$ cat src/rtl/prog_loader_if.sv
// Byte-stream handshake between an image source and the program loader.
// The master drives bytes and the loader answers with in_ready.
interface prog_loader_if;
  logic       in_valid;
  logic [7:0] in_data;
  logic       in_last;
  logic       in_ready;

  modport master (output in_valid, output in_data, output in_last, input in_ready);
  modport slave  (input in_valid, input in_data, input in_last, output in_ready);
endinterface

$ cat src/rtl/prog_loader.sv
// Boot-time loader: packs a little-endian byte stream into 32-bit words, writes them
// to consecutive RAM word addresses and holds the core in reset until the image is complete.
module prog_loader #(
  parameter int unsigned                ADDRESS_BITS = 16,
  parameter logic [ADDRESS_BITS-1:0]    BASE_ADDR    = '0
) (
  input  logic                    clock,
  input  logic                    reset,
  input  logic                    start,
  prog_loader_if.slave            s,
  output logic                    mem_wEn,
  output logic [ADDRESS_BITS-1:0] mem_address,
  output logic [31:0]             mem_write_data,
  output logic                    core_hold,
  output logic                    done,
  output logic                    error,
  output logic [ADDRESS_BITS-1:0] word_count
);

  typedef enum logic [2:0] {
    S_IDLE  = 3'd0,
    S_RECV  = 3'd1,
    S_WRITE = 3'd2,
    S_DONE  = 3'd3,
    S_ERROR = 3'd4
  } state_t;

  localparam logic [ADDRESS_BITS-1:0] TOP_ADDR = ~(ADDRESS_BITS'(3));

  state_t                  state_q, state_d;
  logic [1:0]              byte_idx_q, byte_idx_d;
  logic [31:0]             shreg_q, shreg_d;
  logic                    last_q, last_d;
  logic [ADDRESS_BITS-1:0] address_q, address_d;
  logic [ADDRESS_BITS-1:0] word_count_q, word_count_d;

  logic                    in_ready_q, in_ready_d;
  logic                    mem_wen_q, mem_wen_d;
  logic [ADDRESS_BITS-1:0] mem_address_q, mem_address_d;
  logic [31:0]             mem_write_data_q, mem_write_data_d;
  logic                    core_hold_q, core_hold_d;
  logic                    done_q, done_d;
  logic                    error_q, error_d;

  always_comb begin
    state_d      = state_q;
    byte_idx_d   = byte_idx_q;
    shreg_d      = shreg_q;
    last_d       = last_q;
    address_d    = address_q;
    word_count_d = word_count_q;

    case (state_q)
      S_IDLE, S_DONE, S_ERROR: begin
        if (start) begin
          state_d      = S_RECV;
          address_d    = BASE_ADDR;
          byte_idx_d   = 2'd0;
          word_count_d = '0;
          shreg_d      = 32'h0000_0000;
          last_d       = 1'b0;
        end else begin
          state_d = state_q;
        end
      end
      S_RECV: begin
        if (s.in_valid) begin
          shreg_d[{byte_idx_q, 3'b000} +: 8] = s.in_data;
          byte_idx_d = byte_idx_q + 2'd1;
          last_d     = s.in_last;
          if ((byte_idx_q == 2'd3) || s.in_last) begin
            state_d = S_WRITE;
          end else begin
            state_d = S_RECV;
          end
        end else begin
          state_d = S_RECV;
        end
      end
      S_WRITE: begin
        word_count_d = word_count_q + ADDRESS_BITS'(1);
        byte_idx_d   = 2'd0;
        shreg_d      = 32'h0000_0000;
        last_d       = 1'b0;
        // The top-of-space test comes before the increment so the address never wraps.
        if (last_q) begin
          state_d = S_DONE;
        end else if (address_q == TOP_ADDR) begin
          state_d = S_ERROR;
        end else begin
          address_d = address_q + ADDRESS_BITS'(4);
          state_d   = S_RECV;
        end
      end
      default: state_d = S_IDLE;
    endcase

    // Outputs are registered from the next state so they line up with state_q.
    in_ready_d       = (state_d == S_RECV);
    mem_wen_d        = (state_d == S_WRITE);
    mem_address_d    = address_d;
    mem_write_data_d = (state_d == S_WRITE) ? shreg_d : 32'h0000_0000;
    core_hold_d      = (state_d != S_DONE);
    done_d           = (state_d == S_DONE);
    error_d          = (state_d == S_ERROR);
  end

  always_ff @(posedge clock or negedge reset) begin
    if (!reset) begin
      state_q          <= S_IDLE;
      byte_idx_q       <= 2'd0;
      shreg_q          <= 32'h0000_0000;
      last_q           <= 1'b0;
      address_q        <= BASE_ADDR;
      word_count_q     <= '0;
      in_ready_q       <= 1'b0;
      mem_wen_q        <= 1'b0;
      mem_address_q    <= BASE_ADDR;
      mem_write_data_q <= 32'h0000_0000;
      core_hold_q      <= 1'b1;
      done_q           <= 1'b0;
      error_q          <= 1'b0;
    end else begin
      state_q          <= state_d;
      byte_idx_q       <= byte_idx_d;
      shreg_q          <= shreg_d;
      last_q           <= last_d;
      address_q        <= address_d;
      word_count_q     <= word_count_d;
      in_ready_q       <= in_ready_d;
      mem_wen_q        <= mem_wen_d;
      mem_address_q    <= mem_address_d;
      mem_write_data_q <= mem_write_data_d;
      core_hold_q      <= core_hold_d;
      done_q           <= done_d;
      error_q          <= error_d;
    end
  end

  assign s.in_ready     = in_ready_q;
  assign mem_wEn        = mem_wen_q;
  assign mem_address    = mem_address_q;
  assign mem_write_data = mem_write_data_q;
  assign core_hold      = core_hold_q;
  assign done           = done_q;
  assign error          = error_q;
  assign word_count     = word_count_q;

endmodule

$ cat src/flat_wrapper.sv
// flat-port wrapper written by rule: the top's interface ports become plain ports
module prog_loader_flat 
#(
  parameter int unsigned                ADDRESS_BITS = 16,
  parameter logic [ADDRESS_BITS-1:0]    BASE_ADDR    = '0
)
  (clock, reset, start, mem_wEn, mem_address, mem_write_data, core_hold, done, error, word_count, s_in_valid, s_in_data, s_in_last, s_in_ready);
  prog_loader_if s_i ();
  input  logic clock;
  input  logic reset;
  input  logic start;
  output logic mem_wEn;
  output logic [ADDRESS_BITS-1:0] mem_address;
  output logic [31:0] mem_write_data;
  output logic core_hold;
  output logic done;
  output logic error;
  output logic [ADDRESS_BITS-1:0] word_count;
  input wire logic [$bits(s_i.in_valid)-1:0] s_in_valid;
  input wire logic [$bits(s_i.in_data)-1:0] s_in_data;
  input wire logic [$bits(s_i.in_last)-1:0] s_in_last;
  output wire logic [$bits(s_i.in_ready)-1:0] s_in_ready;
  assign s_i.in_valid = s_in_valid;
  assign s_i.in_data = s_in_data;
  assign s_i.in_last = s_in_last;
  assign s_in_ready = s_i.in_ready;
  prog_loader #(.ADDRESS_BITS(ADDRESS_BITS), .BASE_ADDR(BASE_ADDR)) u_core (.clock(clock), .reset(reset), .start(start), .s(s_i), .mem_wEn(mem_wEn), .mem_address(mem_address), .mem_write_data(mem_write_data), .core_hold(core_hold), .done(done), .error(error), .word_count(word_count));
endmodule
$ cat config.mk
export PLATFORM = sky130hd
export DESIGN_NAME = prog_loader_flat
export DESIGN_NICKNAME = d
export VERILOG_FILES = /design/src/rtl/prog_loader_if.sv /design/src/rtl/prog_loader.sv /design/src/flat_wrapper.sv
export SDC_FILE = /design/constraint.sdc
export NUM_CORES = 1
export LEC_CHECK = 0
export CAP_MARGIN = 40
export CORE_MARGIN = 3
export CORE_UTILIZATION = 50
export DETAILED_ROUTE_END_ITERATION = 10
export HOLD_SLACK_MARGIN = 0.15
export PLACE_DENSITY = 0.76
export SLEW_MARGIN = 15
export SYNTH_ARGS = -nofsm -noshare
export SYNTH_HDL_FRONTEND = slang
export SYNTH_SLANG_ARGS = --single-unit
$ cat constraint.sdc
create_clock -name clock -period 3.5 [get_ports clock]
set_input_delay 0.7 -clock clock [delete_from_list [all_inputs] [get_ports clock]]
set_output_delay 0.7 -clock clock [all_outputs]
set_load 0.02 [all_outputs]
==> results by group <==
Die
  – Rows: 34
  – IO Pins: between 80 and 90
  – Initial Util: 0.528
  – Core ar.: approximately 0.0089 mm2
  – Die Footprint: ~0.011 mm2
  – Die height: 103 um
  – Die width: slightly above 100 um

Timing
  – Fin crit share: 0.657
  – Setup TNS: 0 ps
  – Worst rel slew slack: 0.451
  – Min Tclk post-route: roughly 2300 ps
  – Final hold violation count: 0
  – Final setup viols: 0
  – Tightest Pin Transition: 821 ps
  – Fmax: 0.435 GHz
  – Slew Limit Fails: 0
  – Clock skew: approximately 13 ps
  – Unrepaired setup endpoints after global routing: no

Cells and area
  – Final nets: just under 500
  – # fillers: 710
  – Cell Count, Final, Fillers Out: 580
  – Layout cell share with drive strength beyond 1: 0.0720
  – Register area: around 0.0026 mm2
  – Most frequent cells in the layout: dfrtp_1, clkdlybuf4s50_1, a32o_1, nand2_1, nor2_1
  – ANT cells: 0
  – Area growth syn-to-layout: 22.0%
  – Multi-input logic area: 0.00193 mm2
  – Cell area after layout: about 0.0058 mm2
  – Most common cell after layout, fill and taps aside: dfrtp_1

Setup path
  – Worst Reg-to-Reg Cells: 5
  – Kind of cell adding the most delay to the critical path: simple AND/OR/NAND/NOR gates
  – Worst setup EP type: register
  – CP arrival: between 2000 and 3000 ps
  – CP max-delay cell: or4b_2
  – Worst Setup Path Type: register to register
  – Worst r2r src: u_core.byte_idx_q[0]
  – Critical Path RT: between 3000 and 4000 ps
  – Critical path buffer and inverter count: 1
  – R2R setup slack: about 1200 ps
  – Worst-path fanout max: 8
  – Critical Path Start Type: register
  – Critical Path, Cell by Cell: inv_1 > ha_1 > or4b_2 > nor3_2 > a32o_1
  – Setup crit start: u_core.byte_idx_q[0]
  – Capturing point of the worst reg2reg path: u_core.shreg_q[20]
  – CP peak stage delay: slightly below 700 ps

Logic synthesis
  – Synth warn: 0
  – Mapped Area: 0.00472 mm2
  – Cell count after synthesis: a little under 400
  – Post-synth EDFFs: 0
  – Sequential fraction of the synthesis area: 0.557
  – Flops & latches, synth: ~110
  – FFs w/ async S/R, synth: 1.00
  – Yosys cell types: 57
  – Dominant synthesized flop cell: dfrtp_1
  – Post-Syn Area per Cell: about 12 um2

Detailed routing
  – Detail Route met2 WL: 5570 um
  – ANT nets after route: 0
  – Met1 WL: 4870 um
  – Vias: around 3700
  – Wire per inst: approximately 19 um
  – Iteration-0 DRC Markers: slightly above 200
  – Total Wirelength: between 10000 and 15000 um
  – Top routing layer in use: met4
  – Vias per inst: between 6 and 7
  – DRT Pass-1 Iters: 4
  – Routed length on met3: 612 um
  – Drt drc: 0

Clock tree
  – CTS buffer count: 9
  – CTS tree: yes
  – H-tree depth: 3
  – Cts repair resizes: 0
  – Setup bufs post-CTS: 0
  – Bufs on Longest Clock Path: 2
  – Sink Count: around 110
  – Worst-Skew Late Latency: ~370 ps
  – Cts hold-fix bufs: 0
  – Clock Pin Slew Worst Setup and Hold Paths: 110 ps
  – Root Driver: clkbuf_8

Global routing
  – Antenna violations before repair: 0
  – Total Routing Usage GR: 0.220
  – First-pass GRT wire length: 18200 um
  – Global route overflow: 0
  – Pin count of the biggest net entering global routing: 66
  – Vias in the first global route: 3483

Placed design
  – Placed Area: 0.00554 mm2
  – IO buf count: 79
  – Routability Congestion: approximately 0.86
  – Total placed cells including tap cells: between 500 and 600
  – Post-DP HPWL: approximately 7500 um

Power
  – Max IR drop VDD: about 270 uV
  – Power Dens Cells: around 530 mW/mm2
  – Pleak: between 2 and 2.5 nW

Run
  – Max-cap violation count: 0

Run status
  – Status: finished clean

Hold path
  – Hold Path Class: input port to asynchronous set/reset pin
## cells by family (layout without fill, tap and decap cells)
kind of cell	Yosys count	after routing	share of synthesized area
muxes	13	13	0.0278
and+or+nand+nor	121	121	0.151
AOI/OAI and AO/OA	115	115	0.205
other	1	2	0.000795
adders and majority gates	8	8	0.0212
xor gates and xnor gates	1	1	0.00186
DFF	105	105	0.557
buffers and inverters	34	107	0.0345
## stage by stage
| stage | setup slack [ps] | hold slack, ps | util | power (mW) |
|---|---|---|---|---|
| floorplan | 1520 | 404 | - | 2.03 |
| global placement | 915 | 459 | 0.621 | 2.28 |
| detailed placement | 840 | 503 | 0.621 | 2.30 |
| CTS | 1210 | 404 | 0.644 | 3.09 |
| global route | 1030 | 415 | 0.644 | 3.25 |
| finish | 1200 | 366 | 0.644 | 3.07 |
## routing by layer
layer,global-route usage,up-vias
met5,0,-
li1,-,1682
met4,0.0438,0
met1,0.312,1852
met2,0.352,122
met3,0.0501,6
## worst register-to-register path: cells and delay by family, from the launching register on
kind                       cells  cell delay [ps]
buffers and inverters          1              140
AOI/OAI and AO/OA              1              200
DFF                            1              480
and+or+nand+nor                2             1150
adders and majority gates      1              270
## area by class of cell
type / count / share of cell area
clock buffer: 9 / 0.0215
timing repair buffer: 83 / 0.142
inverter: 8 / 0.00522
sequential: 105 / 0.457
multi-input combinational: 260 / 0.336
tap: 108 / 0.0235
clock inverter: 7 / 0.0154
## flip-flops by register name, indices dropped and copies added (netlist names)
name,count
u_core.core_hold,1
u_core.s.in_ready,1
u_core.done,1
u_core.error,1
u_core.word_count,16
u_core.state_q,3
u_core.byte_idx_q,2
u_core.shreg_q,32
u_core.mem_wEn,1
u_core.mem_write_data,32
u_core.address_q,14
u_core.last_q,1
## synth_stat cells, types with 2 or more instances
| cell type | count | area share |
|---|---|---|
| dfrtp_1 | 104 | 0.55 |
| a32o_1 | 64 | 0.14 |
| nand2_1 | 32 | 0.025 |
| nor2_1 | 22 | 0.017 |
| o21ai_0 | 14 | 0.015 |
| buf_1 | 13 | 0.010 |
| mux2i_1 | 12 | 0.025 |
| nand3_1 | 12 | 0.013 |
| nand4_1 | 12 | 0.016 |
| a21oi_1 | 10 | 0.011 |
| ha_1 | 8 | 0.021 |
| inv_1 | 8 | 0.0064 |
| nor2b_1 | 5 | 0.0066 |
| o211ai_1 | 5 | 0.0080 |
| a21o_1 | 4 | 0.0064 |
| buf_2 | 4 | 0.0042 |
| clkbuf_1 | 4 | 0.0032 |
| o31ai_1 | 4 | 0.0064 |
| a31oi_1 | 3 | 0.0040 |
| buf_6 | 3 | 0.0072 |
| nand2b_1 | 3 | 0.0040 |
| nor3b_1 | 3 | 0.0048 |
| or4_1 | 3 | 0.0048 |
| a22o_1 | 2 | 0.0037 |
| and2_1 | 2 | 0.0027 |
| and3_1 | 2 | 0.0027 |
| and4_1 | 2 | 0.0037 |
| and4b_1 | 2 | 0.0042 |
| buf_4 | 2 | 0.0032 |
| nand4b_1 | 2 | 0.0037 |
| nor3_1 | 2 | 0.0021 |
| nor3_2 | 2 | 0.0042 |
| nor3_4 | 2 | 0.0069 |
| o41ai_1 | 2 | 0.0037 |
| or3_1 | 2 | 0.0027 |
## worst max-delay path by stage
stage	to	slack, ps	cells past startpoint
after floorplan	u_core.shreg_q[16]	1520	5
after global placement	u_core.byte_idx_q[0]	910	6
after detailed placement	u_core.mem_write_data[12]	840	5
after CTS	u_core.shreg_q[20]	1210	5
after global routing	u_core.shreg_q[17]	1030	5
final	u_core.shreg_q[20]	1200	5
## where the power goes
part	switching [mW]	internal, mW
clock	0.442	0.347
combinational	0.530	0.298
sequential	0.128	1.32
total	1.10	1.97
Power figures use the tool's default switching activity.
